### src/rtl/hw_control_seq.sv
// Hardwired Moore control sequencer for the datapath: fetch, ALU reg/imm, branch, jump, NOP, HALT.
// Define CTRL_MEM_HANDSHAKE_EN to stall T1 on mem_rdy with a fetch timeout.
module hw_control_seq #(
    parameter int unsigned WAIT_MAX = 15,
    parameter int unsigned WAIT_W   = 4
) (
    input  logic       clk,
    input  logic       clr,
    input  logic [4:0] opcode,
    input  logic       con,
    input  logic       mem_rdy,
    output logic       PCout,
    output logic       PCin,
    output logic       IncPC,
    output logic       MARin,
    output logic       MDRin,
    output logic       MDRout,
    output logic       Read,
    output logic       IRin,
    output logic       Yin,
    output logic       ZLowIn,
    output logic       ZHighIn,
    output logic       ZLowout,
    output logic       Cout,
    output logic       GRA,
    output logic       GRB,
    output logic       GRC,
    output logic       Rin,
    output logic       Rout,
    output logic       CONin,
    output logic [3:0] step,
    output logic       run,
    output logic       illegal,
    output logic       mem_err
);

    localparam int unsigned OP_W = 5;

    localparam logic [OP_W-1:0] OP_ADD  = 5'b00011;
    localparam logic [OP_W-1:0] OP_SUB  = 5'b00100;
    localparam logic [OP_W-1:0] OP_ADDI = 5'b01100;
    localparam logic [OP_W-1:0] OP_BR   = 5'b10010;
    localparam logic [OP_W-1:0] OP_JR   = 5'b10011;
    localparam logic [OP_W-1:0] OP_NOP  = 5'b11000;
    localparam logic [OP_W-1:0] OP_HALT = 5'b11001;

    typedef enum logic [3:0] {
        S_DEFAULT = 4'd0,
        S_T0      = 4'd1,
        S_T1      = 4'd2,
        S_T2      = 4'd3,
        S_T3      = 4'd4,
        S_T4      = 4'd5,
        S_T5      = 4'd6,
        S_T6      = 4'd7,
        S_HALTED  = 4'd15
    } state_e;

    typedef struct packed {
        logic pc_out;
        logic pc_in;
        logic inc_pc;
        logic mar_in;
        logic mdr_in;
        logic mdr_out;
        logic read;
        logic ir_in;
        logic y_in;
        logic zlow_in;
        logic zhigh_in;
        logic zlow_out;
        logic c_out;
        logic gra;
        logic grb;
        logic grc;
        logic r_in;
        logic r_out;
        logic con_in;
    } ctrl_t;

    state_e          state_q, state_d;
    logic [OP_W-1:0] opcode_q, opcode_d;
    ctrl_t           ctrl_q, ctrl_d;
    logic [3:0]      step_q;
    logic            run_q, run_d;
    logic            illegal_q, illegal_d;
    logic            err_set;

    function automatic logic op_defined(input logic [OP_W-1:0] op);
        return (op == OP_ADD) || (op == OP_SUB) || (op == OP_ADDI) || (op == OP_BR) ||
               (op == OP_JR)  || (op == OP_NOP) || (op == OP_HALT);
    endfunction

`ifdef CTRL_MEM_HANDSHAKE_EN
    logic [WAIT_W-1:0] wait_cnt_q, wait_cnt_d;
    logic              mem_err_q;
`else
    logic              unused_sig;
    assign unused_sig = ^{mem_rdy, WAIT_W'(WAIT_MAX)};
`endif

    // Next-state logic; the opcode is captured as T3 is entered so T3 controls come from a register.
    always_comb begin
        state_d  = state_q;
        opcode_d = opcode_q;
        err_set  = 1'b0;
`ifdef CTRL_MEM_HANDSHAKE_EN
        wait_cnt_d = wait_cnt_q;
`endif
        unique case (state_q)
            S_DEFAULT: state_d = S_T0;
            S_T0:      state_d = S_T1;
            S_T1: begin
`ifdef CTRL_MEM_HANDSHAKE_EN
                if (mem_rdy) begin
                    state_d    = S_T2;
                    wait_cnt_d = '0;
                end else if (wait_cnt_q == WAIT_W'(WAIT_MAX - 1)) begin
                    state_d    = S_HALTED;
                    err_set    = 1'b1;
                    wait_cnt_d = '0;
                end else begin
                    wait_cnt_d = wait_cnt_q + WAIT_W'(1);
                end
`else
                state_d = S_T2;
`endif
            end
            S_T2: begin
                state_d  = S_T3;
                opcode_d = opcode;
            end
            S_T3: begin
                if ((opcode_q == OP_ADD) || (opcode_q == OP_SUB) ||
                    (opcode_q == OP_ADDI) || (opcode_q == OP_BR)) begin
                    state_d = S_T4;
                end else if (opcode_q == OP_HALT) begin
                    state_d = S_HALTED;
                end else begin
                    state_d = S_T0;
                end
            end
            S_T4:     state_d = S_T5;
            S_T5:     state_d = (opcode_q == OP_BR) ? S_T6 : S_T0;
            S_T6:     state_d = S_T0;
            S_HALTED: state_d = S_HALTED;
            default:  state_d = S_DEFAULT;
        endcase
    end

    // Control decode for the state being entered, so every output leaves a flop.
    always_comb begin
        ctrl_d    = '0;
        run_d     = (state_d != S_HALTED);
        illegal_d = 1'b0;
        unique case (state_d)
            S_T0: begin
                ctrl_d.pc_out  = 1'b1;
                ctrl_d.mar_in  = 1'b1;
                ctrl_d.inc_pc  = 1'b1;
                ctrl_d.zlow_in = 1'b1;
            end
            S_T1: begin
                ctrl_d.zlow_out = 1'b1;
                ctrl_d.pc_in    = 1'b1;
                ctrl_d.read     = 1'b1;
                ctrl_d.mdr_in   = 1'b1;
            end
            S_T2: begin
                ctrl_d.mdr_out = 1'b1;
                ctrl_d.ir_in   = 1'b1;
            end
            S_T3: begin
                illegal_d = !op_defined(opcode_d);
                if ((opcode_d == OP_ADD) || (opcode_d == OP_SUB) || (opcode_d == OP_ADDI)) begin
                    ctrl_d.grb   = 1'b1;
                    ctrl_d.r_out = 1'b1;
                    ctrl_d.y_in  = 1'b1;
                end else if (opcode_d == OP_BR) begin
                    ctrl_d.gra    = 1'b1;
                    ctrl_d.r_out  = 1'b1;
                    ctrl_d.con_in = 1'b1;
                end else if (opcode_d == OP_JR) begin
                    ctrl_d.gra   = 1'b1;
                    ctrl_d.r_out = 1'b1;
                    ctrl_d.pc_in = 1'b1;
                end
            end
            S_T4: begin
                if (opcode_d == OP_ADDI) begin
                    ctrl_d.c_out    = 1'b1;
                    ctrl_d.zlow_in  = 1'b1;
                    ctrl_d.zhigh_in = 1'b1;
                end else if (opcode_d == OP_BR) begin
                    ctrl_d.pc_out = 1'b1;
                    ctrl_d.y_in   = 1'b1;
                end else begin
                    ctrl_d.grc      = 1'b1;
                    ctrl_d.r_out    = 1'b1;
                    ctrl_d.zlow_in  = 1'b1;
                    ctrl_d.zhigh_in = 1'b1;
                end
            end
            S_T5: begin
                if (opcode_d == OP_BR) begin
                    ctrl_d.c_out    = 1'b1;
                    ctrl_d.zlow_in  = 1'b1;
                    ctrl_d.zhigh_in = 1'b1;
                end else begin
                    ctrl_d.zlow_out = 1'b1;
                    ctrl_d.gra      = 1'b1;
                    ctrl_d.r_in     = 1'b1;
                end
            end
            S_T6: begin
                ctrl_d.zlow_out = con;
                ctrl_d.pc_in    = con;
            end
            default: ctrl_d = '0;
        endcase
    end

    always_ff @(posedge clk) begin
        if (clr) begin
            state_q   <= S_DEFAULT;
            opcode_q  <= '0;
            ctrl_q    <= '0;
            step_q    <= 4'(S_DEFAULT);
            run_q     <= 1'b1;
            illegal_q <= 1'b0;
        end else begin
            state_q   <= state_d;
            opcode_q  <= opcode_d;
            ctrl_q    <= ctrl_d;
            step_q    <= 4'(state_d);
            run_q     <= run_d;
            illegal_q <= illegal_d;
        end
    end

`ifdef CTRL_MEM_HANDSHAKE_EN
    // Stall counter and sticky fetch-timeout flag.
    always_ff @(posedge clk) begin
        if (clr) begin
            wait_cnt_q <= '0;
            mem_err_q  <= 1'b0;
        end else begin
            wait_cnt_q <= wait_cnt_d;
            mem_err_q  <= mem_err_q | err_set;
        end
    end

    assign mem_err = mem_err_q;
`else
    assign mem_err = err_set;
`endif

    assign PCout   = ctrl_q.pc_out;
    assign PCin    = ctrl_q.pc_in;
    assign IncPC   = ctrl_q.inc_pc;
    assign MARin   = ctrl_q.mar_in;
    assign MDRin   = ctrl_q.mdr_in;
    assign MDRout  = ctrl_q.mdr_out;
    assign Read    = ctrl_q.read;
    assign IRin    = ctrl_q.ir_in;
    assign Yin     = ctrl_q.y_in;
    assign ZLowIn  = ctrl_q.zlow_in;
    assign ZHighIn = ctrl_q.zhigh_in;
    assign ZLowout = ctrl_q.zlow_out;
    assign Cout    = ctrl_q.c_out;
    assign GRA     = ctrl_q.gra;
    assign GRB     = ctrl_q.grb;
    assign GRC     = ctrl_q.grc;
    assign Rin     = ctrl_q.r_in;
    assign Rout    = ctrl_q.r_out;
    assign CONin   = ctrl_q.con_in;
    assign step    = step_q;
    assign run     = run_q;
    assign illegal = illegal_q;

endmodule

### config.mk
export PLATFORM = sky130hd
export DESIGN_NAME = hw_control_seq
export DESIGN_NICKNAME = d
export VERILOG_FILES = /design/src/rtl/hw_control_seq.sv
export SDC_FILE = /design/constraint.sdc
export NUM_CORES = 1
export LEC_CHECK = 0
export CELL_PAD_IN_SITES_DETAIL_PLACEMENT = 0
export CELL_PAD_IN_SITES_GLOBAL_PLACEMENT = 1
export CORE_ASPECT_RATIO = 0.6
export CORE_MARGIN = 2
export CORE_UTILIZATION = 38
export DETAILED_ROUTE_END_ITERATION = 12
export GPL_TIMING_DRIVEN = 0
export PLACE_DENSITY_LB_ADDON = 0.1
export SLEW_MARGIN = 20
export SYNTH_ARGS = -nofsm -noshare
export SYNTH_HDL_FRONTEND = slang
export SYNTH_SLANG_ARGS = --single-unit
### constraint.sdc
create_clock -name clk -period 5.79 [get_ports clk]
set_input_delay 1.158 -clock clk [delete_from_list [all_inputs] [get_ports clk]]
set_output_delay 1.158 -clock clk [all_outputs]
set_load 0.01 [all_outputs]
Word-level counts from Yosys, hierarchy flattened
Index checks and enable logic that the tools add are counted.

cells by class
  equality and inequality tests = 28
  mux-type cells = 32
  bitwise gates (word level) = 3
  reductions and logical operators = 16

operators by type and width
  operator              number
  $eq A4 B3 Y1 const B  8
  $pmux W4 S8           1
  $eq A5 B5 Y1 const B  6
  $eq A4 B2 Y1 const B  4
  $mux W1               14
  $pmux W1 S2           6
  $eq A5 B2 Y1 const B  2
  $eq A5 B3 Y1 const B  2
  $eq A5 B4 Y1 const B  2
  $logic_or A1 B1 Y1    9
  $pmux W1 S3           3
  $eq A4 B1 Y1 const B  2
  $mux W2               4
  $mux W4               2
  $reduce_or A2 Y1      4
  $mux W5               1
  $eq A4 B4 Y1 const B  1
  $logic_not A4 Y1      1
  $ne A4 B4 Y1 const B  1
  $mux W3               1
  $not A1 Y1            3
  $reduce_or A3 Y1      1
  $logic_not A1 Y1      1

storage, ports and cells
  register bits = 28
  input port bits = 9
  output and inout bits = 26
  word-level logic and storage cells = 100

Longest topological paths before layout
Gate-level depths: netlist of run 1.

  depth after elaboration = 10
  gate-level depth with buffers = 6
  depth with buffers taken out = 5

Worst setup path before layout of run 1
Ideal clock, no wire load.

  kind = input port to flip-flop
  from = input port opcode[0]
  to = register ctrl_q, in the netlist ZLowIn
  setup time = 0.069 ns
  arrival time = 2.282 ns
  data required time = 5.721 ns
  setup slack = 3.439 ns
  cell stages on the path = 4
  path buffers = 0
  cell sequence = mux2_2 > nor4b_4 > mux2_4 > o21ai_1

on the way
  cells in the longest elaborated chain, start to end = 5
  elaborated cells between the ends (all ways) = 7
  those cells by class = 2 x eq/ne; 5 x mux

RTL lines
  element                 RTL line  RTL
  start: declaration      9         input logic [4:0] opcode,
  $mux W5 (*)             110       unique case (state_q)
  $eq A5 B5 Y1            194, 205
  $mux W2                 194       end else if (opcode_d == OP_BR) begin
  $mux W2                 190       if (opcode_d == OP_ADDI) begin
  $pmux W1 S3 (*)         156       unique case (state_d)
  end signal: assignment  234       ctrl_q <= ctrl_d;
  end: declaration        83        ctrl_t ctrl_q, ctrl_d;

Every way passes the cells marked *; elsewhere a longest branch is shown, timed or not.
A chain may end at the register's enable or synchronous reset.

Worst setup path after layout of run 1
Same ends and word-level chain as after synthesis.

==> results.ini, run 1 <==
[status]
status = finished, final reports clean

[logic_synthesis]
ys_types = 44
ys.flop_type = dfxtp_1
synth.area.mux_share_pct = 9.04
synth_edf_count = 0
synthAdderAreaFrac_pct = 0
synthCells = 139
yosysMostFrequentCell = dfxtp_1
syn_area_per_cell_um2 = 9.26
synth_top_area_share_pct = 42.0
ys_seq_elements = 27
synth_top_area_cell = dfxtp_1
ys_top_cells_by_count = dfxtp_1 (27), nor2_1 (11), nand2_1 (8), a21oi_1 (7)
async_flop_share_pct = 0
synth-simple-area-share_pct = 29.9
yosysWarnings = 0
synth_top_family_by_area = simple AND/OR/NAND/NOR gates
synth_compound_area_share_pct = 11.8
syn_area_um2 = 1290
synth_nets = 148
synth.yosys.seq_area_share_pct = 42.0
synth.area.top_cells = dfxtp_1 (42%), nor2_1 (3.2%), mux2i_1 (3.1%)
synth_xor_area_share_pct = 0.680

[cts]
cts_tree = done
holdBufCountCts = 0
cts_setup_buffers = 0
cts-root-buf = clkbuf_8
clk-insertion-delay-late_ns = 0.28
clockBufferDepth = 2
post_cts_resized = 0
path_clk_slew_ns = 0.10
htreeDepth = 1
cts_made_buffers = 3
cts.sinks = 27

[worst_setup_path]
r2r-start = step[0]
slowest_stage = clkdlybuf4s50_1
crit_required_ns = 6.00
cp.buffers_inverters = 1
slowest_delay_ns = 0.46
r2r-end = ZLowIn
cp_max_fo = 6
r2r_slack_ns = 3.56
path_class = input pin to flip-flop
end_kind = flip-flop
r2r_cells = 6
startpoint_type = input pin
cp_data_arrival_time_ns = 2.89
critPathTopFamily = multiplexers
crit_path_cell_trace = clkdlybuf4s50_1 -> mux2_2 -> nor4b_4 -> mux2_4 -> o21ai_1

[final_layout]
syn_to_final_growth_pct = 33.0
final_cell_area_um2 = 1710
fin_nets = 185
antenna_cells = 0
layout-drive-gt1-share_pct = 13.1
largest_reg_flops = 5
regMostFlops = opcode_q
nFillCells = 328

[global_route]
grt_pass1_vias = 945
track_usage_pct = 15.8
grt_max_degree = 17
grt_pass1_wl_um = 4670
grt_overflow = 0
antenna_found_initial = 0

[routing]
first_pass_iters = 4
wirelength_um = 2860
remaining_drc_errors = 0
wire_per_inst_um = 13.0
drtIter0Drc = 50
num_vias = 1125
final_antenna_net_count = 0
post_drt_via_cell_ratio = 5.11

[die]
die_h_um = 49.1
core-area_um2 = 3240
start_util_pct = 39.7
die-area_um2 = 3880
die_x_um = 79.1
ios = 35
row_count = 16

[sta]
relSlewSlack_pct = 66.1
period_needed_ns = 2.68
drv_slew = 0
worst_pin_slew_ns = 0.508
setup_violations = 0
rsz0062_at_grt = no
fmax_mhz = 373
worst_slack_ns = 3.11
hold_violations = 0
timing.final.crit_share_pct = 46.3
skew_ns = 0.0120
setup_tns_ns = 0

[placed_design]
dp_hpwl_um = 2210
numPortBuffers = 32
gp_congestion = 0.852
place_area_um2 = 1660
pre_cts_ws_ns = 2.84

[power]
internal_power_w = 0.000271
p_clk_share_pct = 29.9
p_comb_share_pct = 15.8
power_density_nw_per_um2 = 211
power_switching_w = 0.0000907
vdd_drop_max_mv = 0.0878
p_leak_nw = 0.620
p_sw_share_pct = 25.1
p_seq_share_pct = 54.3

[worst_hold_path]
min_path_type = flip-flop to flip-flop
hold_start = opcode_q[1]
min_path_cells = 2
hold_end = opcode_q[1]

[job]
max-cap-violations = 0

==> worst max-delay path by stage <==
| stage | startpoint | slack (ns) | endpoint | cells past startpoint |
|---|---|---|---|---|
| 2_1_floorplan | opcode[0] | 3.44 | ZLowIn | 4 |
| 3_3_place_gp | opcode[0] | 2.83 | ZLowIn | 5 |
| 3_5_place_dp | opcode[0] | 2.84 | ZLowIn | 5 |
| 4_1_cts | opcode[0] | 3.12 | ZLowIn | 5 |
| 5_1_grt | opcode[0] | 3.06 | ZLowIn | 5 |
| 6_report | opcode[0] | 3.11 | ZLowIn | 5 |
==> kinds of logic after synthesis <==
logic type / Yosys count
and+or+nand+nor: 63
DFF: 27
AOI/OAI and AO/OA: 23
buffers and inverters: 14
muxes: 10
xor gates and xnor gates: 1
other: 1
==> power by group through the flow <==
| stage | Sequential [W] | Combinational, W | Clock (W) |
|---|---|---|---|
| floorplan | 0.000202 | 0.0000299 | 0 |
| global placement | 0.000200 | 0.0000564 | 0 |
| detailed placement | 0.000201 | 0.0000565 | 0 |
| CTS | 0.000196 | 0.0000567 | 0.000111 |
| global route | 0.000197 | 0.0000624 | 0.000120 |
| finish | 0.000196 | 0.0000570 | 0.000108 |
==> final cells by class <==
class | instances | area (µm²) | share of cell area (%)
well taps | 45 | 56.3 | 3.29
multi-input cells | 98 | 666 | 38.9
flip-flops and latches | 27 | 541 | 31.6
plain buffers | 11 | 70.1 | 4.09
inverters | 3 | 11.3 | 0.657
clock buffers | 3 | 41.3 | 2.41
clock inverters | 1 | 7.51 | 0.438
repair buffers | 32 | 320 | 18.7
==> worst register-to-register path, cell delays in order (launching register included) <==
cell and delay (ns):
dfxtp_1 0.46, and4bb_4 0.30, buf_8 0.16, mux2i_2 0.37, nor4b_4 0.42, mux2_4 0.34
o21ai_1 0.11
==> per-layer routing <==
metal | up-vias | part of all wire, % | GRT usage, %
li1 | 565 | - | -
met1 | 524 | 54 | 23.8
met2 | 32 | 39 | 21.2
met3 | 4 | 6.4 | 5.74
met4 | 0 | 0.80 | 3.45
met5 | - | 0 | 0
==> stage by stage <==
stage / power (W) / instances / hold WS [ns] / util, %
floorplan: 0.000232 / 139 / 0.503 / -
global placement: 0.000257 / 216 / 0.540 / 51.3
detailed placement: 0.000257 / 216 / 0.558 / 51.3
CTS: 0.000364 / 220 / 0.565 / 52.8
global route: 0.000380 / 220 / 0.598 / 52.8
finish: 0.000361 / 220 / 0.558 / 52.8
==> cells in the final DEF (no fill, tap or decap), types with 2 or more instances in the layout <==
cell type	count
clkdlybuf4s50_1	32
dfxtp_1	27
nor2_1	11
nand2_1	8
a21oi_1	7
nand3_1	6
nor2b_1	6
nand2b_1	5
nor3_1	5
clkbuf_1	4
mux2i_1	4
nand4_1	4
buf_4	4
nor3b_1	3
mux2_2	3
inv_1	3
clkbuf_8	3
mux2i_2	2
buf_2	2
nor4b_1	2
o21ai_1	2
o21a_1	2
or3b_2	2
or3_1	2
o31ai_1	2
a31oi_1	2
nor4_1	2
Power figures use the tool's default switching activity.
==> run 2, diff against run 1 <==
Settings changed: CORE_UTILIZATION 38 to 35.
Clock period 5.79 ns to 2.75 ns, I/O delays scaled along.
==> run 2 against run 1 <==
  * Register-to-register slack got worse by 3.0 ns
  * Hold slack improved by 0.021 ns
  * Via count decreased by 3.1%
  * Cell count increased by 0.91%
  * Flip-flop and latch count unchanged
  * Total power increased by 110%
  * Clock skew decreased by 0.0079 ns
  * Clock-buffer cell count unchanged
  * Non-clock buffer count unchanged
  * Wire length decreased by 1.4%
  * First-iteration DRC count decreased by 30%
  * Critical path type is now flip-flop to flip-flop
==> results.ini, run 2 (synthesis gave the netlist of run 1 again) <==
[placed_design]
dp_hpwl_um = 2220
numPortBuffers = 32
gp_congestion = 0.841
place_area_um2 = 1670

[job]
max-cap-violations = 0

[sta]
rsz0062_at_grt = no
period_needed_ns = 2.18
hold_violations = 0
timing.final.crit_share_pct = 79.3
fmax_mhz = 459
skew_ns = 0.00416
setup_tns_ns = 0
drv_slew = 0
setup_violations = 0

[cts]
cts_setup_buffers = 0
post_cts_resized = 0
clk-insertion-delay-late_ns = 0.27
cts.sinks = 27
path_clk_slew_ns = 0.09
cts-root-buf = clkbuf_8
htreeDepth = 1
clockBufferDepth = 2
cts_tree = done
cts_made_buffers = 3
holdBufCountCts = 0

[worst_setup_path]
path_class = flip-flop to flip-flop
slowest_stage = dfxtp_1
r2r_slack_ns = 0.57
end_kind = flip-flop
crit_start = step[0]
r2r-start = step[0]
cp_max_fo = 10
r2r-end = ZLowIn
crit_required_ns = 2.96
startpoint_type = flip-flop
slowest_delay_ns = 0.47
cp_data_arrival_time_ns = 2.39
r2r_cells = 6
crit_path_cell_trace = and4bb_4 -> buf_8 -> mux2i_2 -> nor4b_4 -> mux2_4 -> o21ai_1

[status]
status = finished, final reports clean

[final_layout]
antenna_cells = 0
largest_reg_flops = 5
fin_nets = 185
layout_common_cells = clkdlybuf4s50_1 (32), dfxtp_1 (27), nor2_1 (11)
regMostFlops = opcode_q
nFillCells = 358
final_cell_area_um2 = 1720
final_common_cell = clkdlybuf4s50_1
layout-drive-gt1-share_pct = 13.1
syn_to_final_growth_pct = 33.2

[die]
ios = 35
core-area_um2 = 3590
die_x_um = 82.3
start_util_pct = 35.8
die-area_um2 = 4200
die_h_um = 51.0
row_count = 17

[routing]
num_vias = 1090
first_pass_iters = 4
drtIter0Drc = 35
final_antenna_net_count = 0
post_drt_via_cell_ratio = 4.91
remaining_drc_errors = 0
wire_per_inst_um = 12.7
wirelength_um = 2820

[global_route]
grt_pass1_vias = 983
grt_max_degree = 17
antenna_found_initial = 0
track_usage_pct = 15.4
grt_overflow = 0
grt_pass1_wl_um = 4740

[worst_hold_path]
min_path_cells = 2
min_path_type = flip-flop to flip-flop
hold_start = opcode_q[1]
hold_end = opcode_q[1]

[power]
p_leak_nw = 0.620
power_density_nw_per_um2 = 442
vdd_drop_max_mv = 0.182

run 2: power by group:
group	switching, W	total [W]	internal [W]
clock	0.000122	0.000225	0.000103
sequential	0.00000959	0.000413	0.000404
combinational	0.0000560	0.000119	0.0000635
total	0.000188	0.000758	0.000570
run 2: stage by stage:
stage,setup WS [ns],util [%],std cells,hold WS (ns),total power (W)
after floorplan,0.760,-,139,0.503,0.000489
after global placement,0.397,46.4,218,0.552,0.000541
after detailed placement,0.409,46.4,218,0.575,0.000541
after CTS,0.564,47.7,222,0.589,0.000767
after global routing,0.381,47.7,222,0.670,0.000803
final,0.571,47.7,222,0.579,0.000758
run 2: metal layers:
metal,vias up,GRT usage (%),wire length (µm)
met3,5,5.48,184
li1,568,-,-
met5,-,0,0
met2,29,19.9,1080
met1,488,23.1,1520
met4,0,5.00,41
run 2: how the worst max path moves through the flow:
stage / to
finish: ZLowIn
global route: ZLowIn
CTS: ZLowIn
detailed placement: ZLowIn
global placement: ZLowIn
floorplan: ZLowIn
run 2: layout make-up:
| class | count | area, µm² | share of cell area [%] |
|---|---|---|---|
| inverters | 3 | 11.3 | 0.656 |
| multi-input cells | 98 | 666 | 38.8 |
| repair buffers | 32 | 320 | 18.7 |
| plain buffers | 11 | 70.1 | 4.08 |
| flip-flops and latches | 27 | 541 | 31.5 |
| clock buffers | 3 | 41.3 | 2.41 |
| clock inverters | 1 | 7.51 | 0.438 |
| well taps | 47 | 58.8 | 3.43 |
run 2: worst max-delay path, delay by kind of cell (launching register included):
kind | cells | cell delay (ns)
DFF | 1 | 0.47
AOI/OAI and AO/OA | 1 | 0.11
muxes | 2 | 0.68
and+or+nand+nor | 2 | 0.70
buffers and inverters | 1 | 0.15
